**src/rtl/peak_window_timer_if.sv**
```systemverilog
// Control and status bundle for peak_window_timer: time load, window-table write,
// and the registered time / peak classification outputs.
interface peak_window_timer_if;
    logic       tick;
    logic       load_en;
    logic [7:0] load_hours;
    logic [7:0] load_min;
    logic       load_pm;
    logic       wr_en;
    logic [2:0] wr_idx;
    logic [7:0] wr_start;
    logic [7:0] wr_end;
    logic       wr_ena;
    logic [7:0] hours;
    logic [7:0] minutes;
    logic       pm;
    logic       peak;
    logic       peak_warn;
    logic [2:0] win_id;
    logic       load_err;

    modport master (
        output tick, load_en, load_hours, load_min, load_pm,
               wr_en, wr_idx, wr_start, wr_end, wr_ena,
        input  hours, minutes, pm, peak, peak_warn, win_id, load_err
    );

    modport slave (
        input  tick, load_en, load_hours, load_min, load_pm,
               wr_en, wr_idx, wr_start, wr_end, wr_ena,
        output hours, minutes, pm, peak, peak_warn, win_id, load_err
    );
endinterface

```
**src/rtl/peak_window_timer.sv**
```systemverilog
// 12-hour BCD time-of-day keeper with a programmable table of peak windows,
// producing registered peak / advance-warning / window-index outputs.
module peak_window_timer #(
    parameter int NUM_WIN       = 3,
    parameter int TICKS_PER_MIN = 60,
    parameter int WARN_MIN      = 5
) (
    input  logic               clk,
    input  logic               reset,
    peak_window_timer_if.slave bus
);
    localparam int              PW         = (TICKS_PER_MIN > 1) ? $clog2(TICKS_PER_MIN) : 1;
    localparam logic [PW-1:0]   PRESC_LAST = PW'(TICKS_PER_MIN - 1);
    localparam logic [11:0]     WARN_LIM   = 12'(WARN_MIN);
    localparam logic [11:0]     DAY_MIN    = 12'd1440;
    localparam logic [4:0]      DEF_START [8] = '{5'd7, 5'd12, 5'd17, 5'd0, 5'd0, 5'd0, 5'd0, 5'd0};
    localparam logic [4:0]      DEF_END   [8] = '{5'd9, 5'd14, 5'd19, 5'd0, 5'd0, 5'd0, 5'd0, 5'd0};
    localparam logic [7:0]      DEF_ENA       = 8'b0000_0111;

    function automatic logic bcd_digits_ok(input logic [7:0] v);
        return (v[7:4] <= 4'd9) && (v[3:0] <= 4'd9);
    endfunction

    function automatic logic hour12_ok(input logic [7:0] v);
        return bcd_digits_ok(v) &&
               (((v[7:4] == 4'd0) && (v[3:0] != 4'd0)) || ((v[7:4] == 4'd1) && (v[3:0] <= 4'd2)));
    endfunction

    function automatic logic minute_ok(input logic [7:0] v);
        return (v[7:4] <= 4'd5) && (v[3:0] <= 4'd9);
    endfunction

    function automatic logic hour24_ok(input logic [7:0] v);
        return bcd_digits_ok(v) && ((v[7:4] < 4'd2) || ((v[7:4] == 4'd2) && (v[3:0] <= 4'd3)));
    endfunction

    function automatic logic [4:0] bcd_to_bin5(input logic [7:0] v);
        return 5'(v[7:4]) * 5'd10 + 5'(v[3:0]);
    endfunction

    function automatic logic [5:0] bcd_to_bin6(input logic [7:0] v);
        return 6'(v[7:4]) * 6'd10 + 6'(v[3:0]);
    endfunction

    function automatic logic [7:0] bcd_inc(input logic [7:0] v);
        if (v[3:0] == 4'd9) begin
            return {v[7:4] + 4'd1, 4'd0};
        end else begin
            return {v[7:4], v[3:0] + 4'd1};
        end
    endfunction

    logic [7:0]    hours_q, hours_d;
    logic [7:0]    min_q, min_d;
    logic          pm_q, pm_d;
    logic [PW-1:0] presc_q, presc_d;
    logic          load_err_q, load_err_d;
    logic          peak_q, peak_d;
    logic          warn_q, warn_d;
    logic [2:0]    win_q, win_d;
    logic [4:0]    wstart_q [NUM_WIN];
    logic [4:0]    wstart_d [NUM_WIN];
    logic [4:0]    wend_q   [NUM_WIN];
    logic [4:0]    wend_d   [NUM_WIN];
    logic          wena_q   [NUM_WIN];
    logic          wena_d   [NUM_WIN];

    logic [4:0]    h12_s;
    logic [4:0]    h24_s;
    logic [10:0]   mod_s;
    logic [11:0]   dist_s;
    logic          match_s;
    logic          hit_s;
    logic          warn_any_s;

    // Time keeping: load has priority and drops a coincident tick.
    always_comb begin
        hours_d    = hours_q;
        min_d      = min_q;
        pm_d       = pm_q;
        presc_d    = presc_q;
        load_err_d = 1'b0;
        if (bus.load_en) begin
            if (hour12_ok(bus.load_hours) && minute_ok(bus.load_min)) begin
                hours_d = bus.load_hours;
                min_d   = bus.load_min;
                pm_d    = bus.load_pm;
                presc_d = PW'(0);
            end else begin
                load_err_d = 1'b1;
            end
        end else if (bus.tick) begin
            if (presc_q == PRESC_LAST) begin
                presc_d = PW'(0);
                if (min_q == 8'h59) begin
                    min_d = 8'h00;
                    if (hours_q == 8'h12) begin
                        hours_d = 8'h01;
                    end else if (hours_q == 8'h11) begin
                        hours_d = 8'h12;
                        pm_d    = ~pm_q;
                    end else begin
                        hours_d = bcd_inc(hours_q);
                    end
                end else begin
                    min_d = bcd_inc(min_q);
                end
            end else begin
                presc_d = presc_q + PW'(1);
            end
        end else begin
            presc_d = presc_q;
        end
    end

    // Window table write; out-of-range index or bad hours leave the table intact.
    always_comb begin
        for (int i = 0; i < NUM_WIN; i++) begin
            wstart_d[i] = wstart_q[i];
            wend_d[i]   = wend_q[i];
            wena_d[i]   = wena_q[i];
            if (bus.wr_en && (bus.wr_idx == 3'(i)) &&
                hour24_ok(bus.wr_start) && hour24_ok(bus.wr_end)) begin
                wstart_d[i] = bcd_to_bin5(bus.wr_start);
                wend_d[i]   = bcd_to_bin5(bus.wr_end);
                wena_d[i]   = bus.wr_ena;
            end else begin
                wena_d[i]   = wena_q[i];
            end
        end
    end

    // Classification of the current time; scanning downward lets the lowest index win.
    always_comb begin
        h12_s = bcd_to_bin5(hours_q);
        if (h12_s == 5'd12) begin
            h24_s = pm_q ? 5'd12 : 5'd0;
        end else begin
            h24_s = pm_q ? (h12_s + 5'd12) : h12_s;
        end
        mod_s      = 11'(h24_s) * 11'd60 + 11'(bcd_to_bin6(min_q));
        hit_s      = 1'b0;
        warn_any_s = 1'b0;
        win_d      = 3'd0;
        match_s    = 1'b0;
        dist_s     = 12'd0;
        for (int i = NUM_WIN - 1; i >= 0; i--) begin
            if (wstart_q[i] <= wend_q[i]) begin
                match_s = (h24_s >= wstart_q[i]) && (h24_s <= wend_q[i]);
            end else begin
                match_s = (h24_s >= wstart_q[i]) || (h24_s <= wend_q[i]);
            end
            if (wena_q[i] && match_s) begin
                hit_s = 1'b1;
                win_d = 3'(i);
            end else begin
                hit_s = hit_s;
            end
            // Minutes until this window opens, modulo one day.
            dist_s = 12'(wstart_q[i]) * 12'd60 + DAY_MIN - 12'(mod_s);
            if (dist_s >= DAY_MIN) begin
                dist_s = dist_s - DAY_MIN;
            end else begin
                dist_s = dist_s;
            end
            if (wena_q[i] && (dist_s >= 12'd1) && (dist_s <= WARN_LIM)) begin
                warn_any_s = 1'b1;
            end else begin
                warn_any_s = warn_any_s;
            end
        end
        peak_d = hit_s;
        warn_d = warn_any_s && !hit_s;
    end

    // State and output registers; reset also restores the default window table.
    always_ff @(posedge clk or posedge reset) begin
        if (reset) begin
            hours_q    <= 8'h12;
            min_q      <= 8'h00;
            pm_q       <= 1'b0;
            presc_q    <= PW'(0);
            load_err_q <= 1'b0;
            peak_q     <= 1'b0;
            warn_q     <= 1'b0;
            win_q      <= 3'd0;
            for (int i = 0; i < NUM_WIN; i++) begin
                wstart_q[i] <= DEF_START[i];
                wend_q[i]   <= DEF_END[i];
                wena_q[i]   <= DEF_ENA[i];
            end
        end else begin
            hours_q    <= hours_d;
            min_q      <= min_d;
            pm_q       <= pm_d;
            presc_q    <= presc_d;
            load_err_q <= load_err_d;
            peak_q     <= peak_d;
            warn_q     <= warn_d;
            win_q      <= win_d;
            for (int i = 0; i < NUM_WIN; i++) begin
                wstart_q[i] <= wstart_d[i];
                wend_q[i]   <= wend_d[i];
                wena_q[i]   <= wena_d[i];
            end
        end
    end

    assign bus.hours     = hours_q;
    assign bus.minutes   = min_q;
    assign bus.pm        = pm_q;
    assign bus.peak      = peak_q;
    assign bus.peak_warn = warn_q;
    assign bus.win_id    = win_q;
    assign bus.load_err  = load_err_q;
endmodule

```
**src/flat_wrapper.sv**
```systemverilog
// flat-port wrapper written by rule: the top's interface ports become plain ports
module peak_window_timer_flat 
#(
    parameter int NUM_WIN       = 3,
    parameter int TICKS_PER_MIN = 60,
    parameter int WARN_MIN      = 5
)
  (clk, reset, bus_tick, bus_load_en, bus_load_hours, bus_load_min, bus_load_pm, bus_wr_en, bus_wr_idx, bus_wr_start, bus_wr_end, bus_wr_ena, bus_hours, bus_minutes, bus_pm, bus_peak, bus_peak_warn, bus_win_id, bus_load_err);
  peak_window_timer_if bus_i ();
  input  logic clk;
  input  logic reset;
  input wire logic [$bits(bus_i.tick)-1:0] bus_tick;
  input wire logic [$bits(bus_i.load_en)-1:0] bus_load_en;
  input wire logic [$bits(bus_i.load_hours)-1:0] bus_load_hours;
  input wire logic [$bits(bus_i.load_min)-1:0] bus_load_min;
  input wire logic [$bits(bus_i.load_pm)-1:0] bus_load_pm;
  input wire logic [$bits(bus_i.wr_en)-1:0] bus_wr_en;
  input wire logic [$bits(bus_i.wr_idx)-1:0] bus_wr_idx;
  input wire logic [$bits(bus_i.wr_start)-1:0] bus_wr_start;
  input wire logic [$bits(bus_i.wr_end)-1:0] bus_wr_end;
  input wire logic [$bits(bus_i.wr_ena)-1:0] bus_wr_ena;
  output wire logic [$bits(bus_i.hours)-1:0] bus_hours;
  output wire logic [$bits(bus_i.minutes)-1:0] bus_minutes;
  output wire logic [$bits(bus_i.pm)-1:0] bus_pm;
  output wire logic [$bits(bus_i.peak)-1:0] bus_peak;
  output wire logic [$bits(bus_i.peak_warn)-1:0] bus_peak_warn;
  output wire logic [$bits(bus_i.win_id)-1:0] bus_win_id;
  output wire logic [$bits(bus_i.load_err)-1:0] bus_load_err;
  assign bus_i.tick = bus_tick;
  assign bus_i.load_en = bus_load_en;
  assign bus_i.load_hours = bus_load_hours;
  assign bus_i.load_min = bus_load_min;
  assign bus_i.load_pm = bus_load_pm;
  assign bus_i.wr_en = bus_wr_en;
  assign bus_i.wr_idx = bus_wr_idx;
  assign bus_i.wr_start = bus_wr_start;
  assign bus_i.wr_end = bus_wr_end;
  assign bus_i.wr_ena = bus_wr_ena;
  assign bus_hours = bus_i.hours;
  assign bus_minutes = bus_i.minutes;
  assign bus_pm = bus_i.pm;
  assign bus_peak = bus_i.peak;
  assign bus_peak_warn = bus_i.peak_warn;
  assign bus_win_id = bus_i.win_id;
  assign bus_load_err = bus_i.load_err;
  peak_window_timer #(.NUM_WIN(NUM_WIN), .TICKS_PER_MIN(TICKS_PER_MIN), .WARN_MIN(WARN_MIN)) u_core (.clk(clk), .reset(reset), .bus(bus_i));
endmodule
```
**config.mk**
```make
export PLATFORM = sky130hd
export DESIGN_NAME = peak_window_timer_flat
export DESIGN_NICKNAME = d
export VERILOG_FILES = /design/src/rtl/peak_window_timer_if.sv /design/src/rtl/peak_window_timer.sv /design/src/flat_wrapper.sv
export SDC_FILE = /design/constraint.sdc
export NUM_CORES = 1
export LEC_CHECK = 0
export BUFFER_PORTS_ARGS = -buffer_cell sky130_fd_sc_hd__buf_2
export CAP_MARGIN = 20
export CORE_MARGIN = 3
export CORE_UTILIZATION = 65
export CTS_CLUSTER_DIAMETER = 30
export DETAILED_ROUTE_END_ITERATION = 12
export PLACE_DENSITY_LB_ADDON = 0.05
export SYNTH_ARGS = -nofsm -noshare
export SYNTH_HDL_FRONTEND = slang
export SYNTH_SLANG_ARGS = --single-unit
```
**constraint.sdc**
```tcl
create_clock -name clk -period 22.3 [get_ports clk]
set_clock_uncertainty 0.1 [all_clocks]
set_input_delay 1.115 -clock clk [delete_from_list [all_inputs] [get_ports clk]]
set_output_delay 1.115 -clock clk [all_outputs]
set_load 0.03 [all_outputs]
```
* After elaboration in Yosys (flattened, before gate mapping)
Index checks and enable logic that the tools add are counted.
W data, S select, Z words.
** Operators by class
- Bitwise logic cells :: 1
- Reduce and logical (&&, ||, !) cells :: 56
- $add $sub $neg :: 20
- Divide/modulo/power cells :: 0
- Equality and inequality tests :: 14
- Multiplexer cells :: 45
- Multipliers :: 8
- Shifts and indexed selects :: 0
- $lt $le $gt $ge :: 31
** Operators by type and width (number)
- $mux W8 :: 14
- $add A11 B11 Y12 const B :: 3
- $ge A12 B1 Y1 const B :: 3
- $ge A12 B11 Y1 const B :: 3
- $le A12 B3 Y1 const B :: 3
- $mul A5 B4 Y9 const B :: 4
- $mux W12 :: 3
- $sub A12 B11 Y12 :: 3
- $sub A12 B11 Y12 const B :: 3
- $logic_and A1 B1 Y1 :: 34
- $le A5 B5 Y1 :: 6
- $le A4 B4 Y1 const B :: 7
- $mux W6 :: 4
- $mux W1 :: 18
- $add A4 B1 Y4 const B :: 4
- $eq A8 B5 Y1 const B :: 2
- $add A5 B4 Y5 :: 3
- $ge A5 B5 Y1 :: 3
- $le A4 B2 Y1 const B :: 3
- $mul A4 B3 Y4 const B :: 3
- $add A11 B6 Y11 :: 1
- $mux W5 :: 2
- $eq A4 B2 Y1 const B :: 2
- $eq A4 B4 Y1 const B :: 2
- other kinds (29) :: 42
** Word-level totals
- Latch bits :: 0
- Output and inout bits :: 23
- Flip-flop bits (word level) :: 61
- Word-level logic and storage cells :: 194
- Memory bits (writable) :: 0
- Bits in read-only memories :: 0
- Memories kept :: 0

* Logic depth before layout (Yosys ltp)
- Word-level depth :: 17
- Mapped depth :: 33
- Gate-level depth less buffers :: 33

* Worst setup path before layout
OpenSTA, ideal clock, no wires.
- Kind :: flip-flop to flip-flop
- From :: reg u_core.hours_q[4], in the netlist u_core.bus.hours[4]
- To :: reg u_core.warn_q, in the netlist u_core.bus.peak_warn
- Cell stages (with the launch flop) :: 32
- Data required time :: 22096 ps
- Library setup time :: 104 ps
- Slack :: 14890 ps
- Arrival :: 7207 ps
- Period minus slack after synthesis :: 7410 ps
- Cells stage by stage :: dfstp_2 ha_1 inv_1 fa_1 xor2_1 inv_1 ha_1 and3_1 and2_1 nor2_1 xor2_1 inv_1 xnor2_1 ha_1 inv_1 fa_1 inv_1 ha_1 a21oi_1 xnor2_1 nand2_1 xnor2_1 xnor2_1 ha_1 and3_1 a211o_1 a21oi_1 xor2_1 and3_1 a31oi_1 or4_1 o311ai_1
** On the way
- Cells in the longest elaborated chain, start to end :: 17
- Elaborated cells between the ends (all ways) :: 58
- Those cells by class :: add/sub: 9; mul: 2; order compare: 15; eq/ne: 1; mux: 14; reduce/logical: 17
** RTL lines
- start: declaration :: RTL line peak_window_timer.sv:53 : logic [7:0] hours_q, hours_d;
- start signal: assignment :: RTL line peak_window_timer.sv:193 : hours_q <= hours_d;
- $mul A4 B3 Y4 (*) :: RTL line peak_window_timer.sv:38 : return 5'(v[7:4]) * 5'd10 + 5'(v[3:0]);
- $add A5 B4 Y5 (*) :: RTL line peak_window_timer.sv:38
- $add A5 B4 Y5 :: RTL line peak_window_timer.sv:139 : h24_s = pm_q ? (h12_s + 5'd12) : h12_s;
- $mux W5 :: RTL line peak_window_timer.sv:139
- $mux W5 (*) :: RTL line peak_window_timer.sv:136 : if (h12_s == 5'd12) begin
- $mul A5 B4 Y9 :: RTL line peak_window_timer.sv:141 : mod_s = 11'(h24_s) * 11'd60 + 11'(bcd_to_bin6(min_q));
- $add A11 B6 Y11 :: RTL line peak_window_timer.sv:141
- $sub A12 B11 Y12 :: RTL line peak_window_timer.sv:160 : dist_s = 12'(wstart_q[i]) * 12'd60 + DAY_MIN - 12'(mod_s);
- $sub A12 B11 Y12 or $ge A12 B11 Y1 (tied branches) :: RTL line peak_window_timer.sv:162, peak_window_timer.sv:161
- $mux W12 :: RTL line peak_window_timer.sv:161 : if (dist_s >= DAY_MIN) begin
- $ge A12 B1 Y1 :: RTL line peak_window_timer.sv:166 : if (wena_q[i] && (dist_s >= 12'd1) && (dist_s <= WARN_LIM)) begin
- $logic_and A1 B1 Y1 (2 in a row) :: RTL line peak_window_timer.sv:166
- $mux W1 (3 in a row) :: RTL line peak_window_timer.sv:166
- $logic_and A1 B1 Y1 (*) :: RTL line peak_window_timer.sv:173 : warn_d = warn_any_s && !hit_s;
- net u_core.warn_d :: RTL line peak_window_timer.sv:59 : logic warn_q, warn_d;
- end signal: assignment :: RTL line peak_window_timer.sv:199 : warn_q <= warn_d;
- end: declaration :: RTL line peak_window_timer.sv:59
The timed path passes the listed nets; every way through them passes the cells marked *.
A chain may end at the register's enable or synchronous reset.

* Final worst setup path
Same ends and word-level chain as after synthesis.

==> results by group <==
STA
  • RSZ-0062 raised after global routing: false
  • Max Fclk: 119.3 MHz
  • Least-Margin Pin Slew: around 900 ps
  • Setup TNS Final: 0 ps
  • Final hold viol count: 0
  • Number of setup violations in the final report: 0
  • Crit path time final: 8383 ps
  • Max-slew violations: 0
  • Worst slew margin: 0.3989
  • Tcrit/Tclk final: 0.3759

Worst hold path
  • Worst Hold Class: reg -> reg

Floorplanning
  • Die Width: between 100 and 150 µm
  • Core area: 12670 µm²
  • I/O pin count: 65
  • Die height: 120.0 µm
  • Die Area: around 14000 µm²
  • Initial core utilization: 0.6670
  • Row count: 41

Logic synthesis
  • Sequential fraction of the synthesis area: 0.1836
  • Leading area contributor after synthesis: ha_1
  • Top_reg_cell synth: dfrtp_1
  • Top cells by area, synth: ha_1 (25%), dfrtp_1 (12%), fa_1 (7.3%)
  • Asr flop ratio synth: 1.000
  • Post-Syn Instances: 964
  • Post-synth EDFFs: 0
  • Number of synthesis warnings: 0
  • Synth Area per Inst: 8.767 µm²
  • Post-Syn Area: about 8500 µm²
  • Top-area cell type share of the netlist area: 0.2546
  • Syn_nets: 1209
  • Register bit total from synthesis: 61
  • Post-synth cell types: 77

Worst setup path
  • Worst EP arrival: 8530 ps
  • Worst Setup End Kind: register
  • Slowest CP cell: xor2_1
  • Startpoint types: register
  • Setup CP Type: reg -> reg
  • Max incr delay on CP: 720 ps
  • Max FO, Critical Path: 9
  • CP required: 22440 ps

Drt
  • Met3 Wirelength: between 500 and 600 µm
  • Highest metal used: met4
  • Final antenna-violating net count: 0
  • Vias per cell: 5.714
  • First-pass iteration count of the detailed router: 4
  • DRT Wirelength: 18320 µm
  • WL/cell: 15.25 µm
  • Remaining DRCs: 0
  • M1 wire length: 8780 µm
  • Vias: roughly 6900
  • DR WL met2: approximately 8600 µm
  • Number of DRC violations after detailed-routing iteration 0: between 300 and 400

Clock tree
  • Max Root-Sink Buffers: 2
  • CTS Sinks: between 60 and 70
  • Clk_lat worst skew: 340 ps
  • Post-CTS setup buffer count: 0
  • Total CTS buffers: 9
  • CTS tree: yes
  • Root Buffer: clkbuf_16
  • Clock Pin Slew Worst Setup and Hold Paths: 60 ps
  • CTS resizes: 0
  • Post-CTS Hold Fix Bufs: 0
  • H-tree levels: 3

Finish
  • Most common cell after layout, fill and taps aside: ha_1
  • Most frequent cells in the layout: ha_1 (172), inv_1 (118), a21oi_1 (72)
  • Antenna diodes: 0
  • Layout cells sized above 1: 0.1331
  • Nets: 1269
  • Area delta synth->final: 8.986%

Place
  • Hpwl dp: 14700 µm
  • I/O Buffers: 63
  • Final Wtd Congestion: ~0.85

Global route
  • Global-route wire length before repair: 31260 µm
  • Total track usage: 0.2680
  • Largest net degree at the start of global routing: 62
  • Initial antenna violation count: 0
  • Gr ovfl total: 0
  • Vias in the first global route: between 6000 and 7000

Run
  • Max_cap viols: 0

Outcome
  • Status: finished clean
## synth_stat cells, drive strengths merged (3+ instances only)
| master | instances |
|---|---|
| nor2 | 54 |
| xor2 | 30 |
| fa | 31 |
| mux2 | 21 |
| o21ai | 61 |
| mux2i | 6 |
| nand4 | 6 |
| o22a | 3 |
| a31oi | 6 |
| a21boi | 3 |
| o2111ai | 3 |
| or4 | 3 |
| o21a | 4 |
| nor2b | 15 |
| nand2 | 60 |
| and3 | 8 |
| inv | 119 |
| nand3b | 4 |
| a211oi | 8 |
| nor4 | 7 |
| dfstp | 20 |
| nor3b | 4 |
| nand2b | 15 |
| nor3 | 24 |
| o21bai | 9 |
| xnor2 | 52 |
| nand3 | 19 |
| dfrtp | 41 |
| ha | 172 |
| clkbuf | 10 |
| or3 | 3 |
| buf | 6 |
| o22ai | 4 |
| a21oi | 72 |
| a21o | 19 |
| maj3 | 3 |
| a22o | 3 |
## area by class of cell
cell class | instances | area (µm²)
multi-input cells | 768 | 6382
fillers | 1051 | 3460
flip-flops and latches | 61 | 1551
inverters | 119 | 446.7
repair buffers | 65 | 330.3
clock buffers | 12 | 236.5
well taps | 172 | 215.2
clock inverters | 4 | 48.80
## worst max-delay path, delay by kind of cell, from the launching register on
family          cells  cell delay, ps
fa+ha+maj           8            2520
xor+xnor            7            2430
simple gates        6            1290
compound gates      5             860
flops               1             610
buf+inv             5             470
## metal layers
| layer | track usage | vias up |
|---|---|---|
| li1 | - | 3491 |
| met1 | 0.3669 | 3230 |
| met2 | 0.4447 | 112 |
| met3 | 0.02780 | 29 |
| met4 | 0.08948 | 0 |
| met5 | 0 | - |
## final timing paths
kind	startpoint	end	slack, ps	cells after the start
worst max-delay path	u_core.bus.hours[4]	u_core.bus.peak_warn	13920	31
worst min-delay path	u_core.wend_q[12]	u_core.wend_q[12]	380	2
worst max register to register	u_core.bus.hours[4]	u_core.bus.peak_warn	13920	31
worst min register to register	u_core.wend_q[12]	u_core.wend_q[12]	380	2
max in group asynchronous	reset	u_core.bus.minutes[1]	20660	3
min in group asynchronous	reset	u_core.wend_q[11]	920	3
## flip-flops by register name, summed over array words and instances (netlist names)
signal                flops
u_core.bus.win_id         2
u_core.wstart_q          15
u_core.wend_q            15
u_core.bus.pm             1
u_core.bus.peak           1
u_core.bus.load_err       1
u_core.presc_q            6
u_core.wena_q             3
u_core.bus.hours          8
u_core.bus.peak_warn      1
u_core.bus.minutes        8
## cells by family after synthesis
family | Yosys count | share of synthesized area
buffers and inverters | 135 | 0.06203
DFF | 61 | 0.1836
adders and majority gates | 206 | 0.3319
and+or+nand+nor | 234 | 0.1396
muxes | 27 | 0.03509
other | 1 | 0.0004437
AOI/OAI and AO/OA | 218 | 0.1615
xor gates and xnor gates | 82 | 0.08586
## through the flow
step,std cells,setup WS [ps],util,instance area [µm²],hold slack [ps]
2_1_floorplan,964,14890,-,8452,349.8
3_3_place_gp,1185,14210,0.7045,8926,364.9
3_5_place_dp,1185,14060,0.7045,8926,370.9
4_1_cts,1201,14020,0.7270,9211,382.5
5_1_grt,1201,13400,0.7270,9211,419.1
6_report,1201,13920,0.7270,9211,381.0
Power is not shown: default switching activity piles up to over one toggle a cycle in this logic, so the estimate is an artifact.
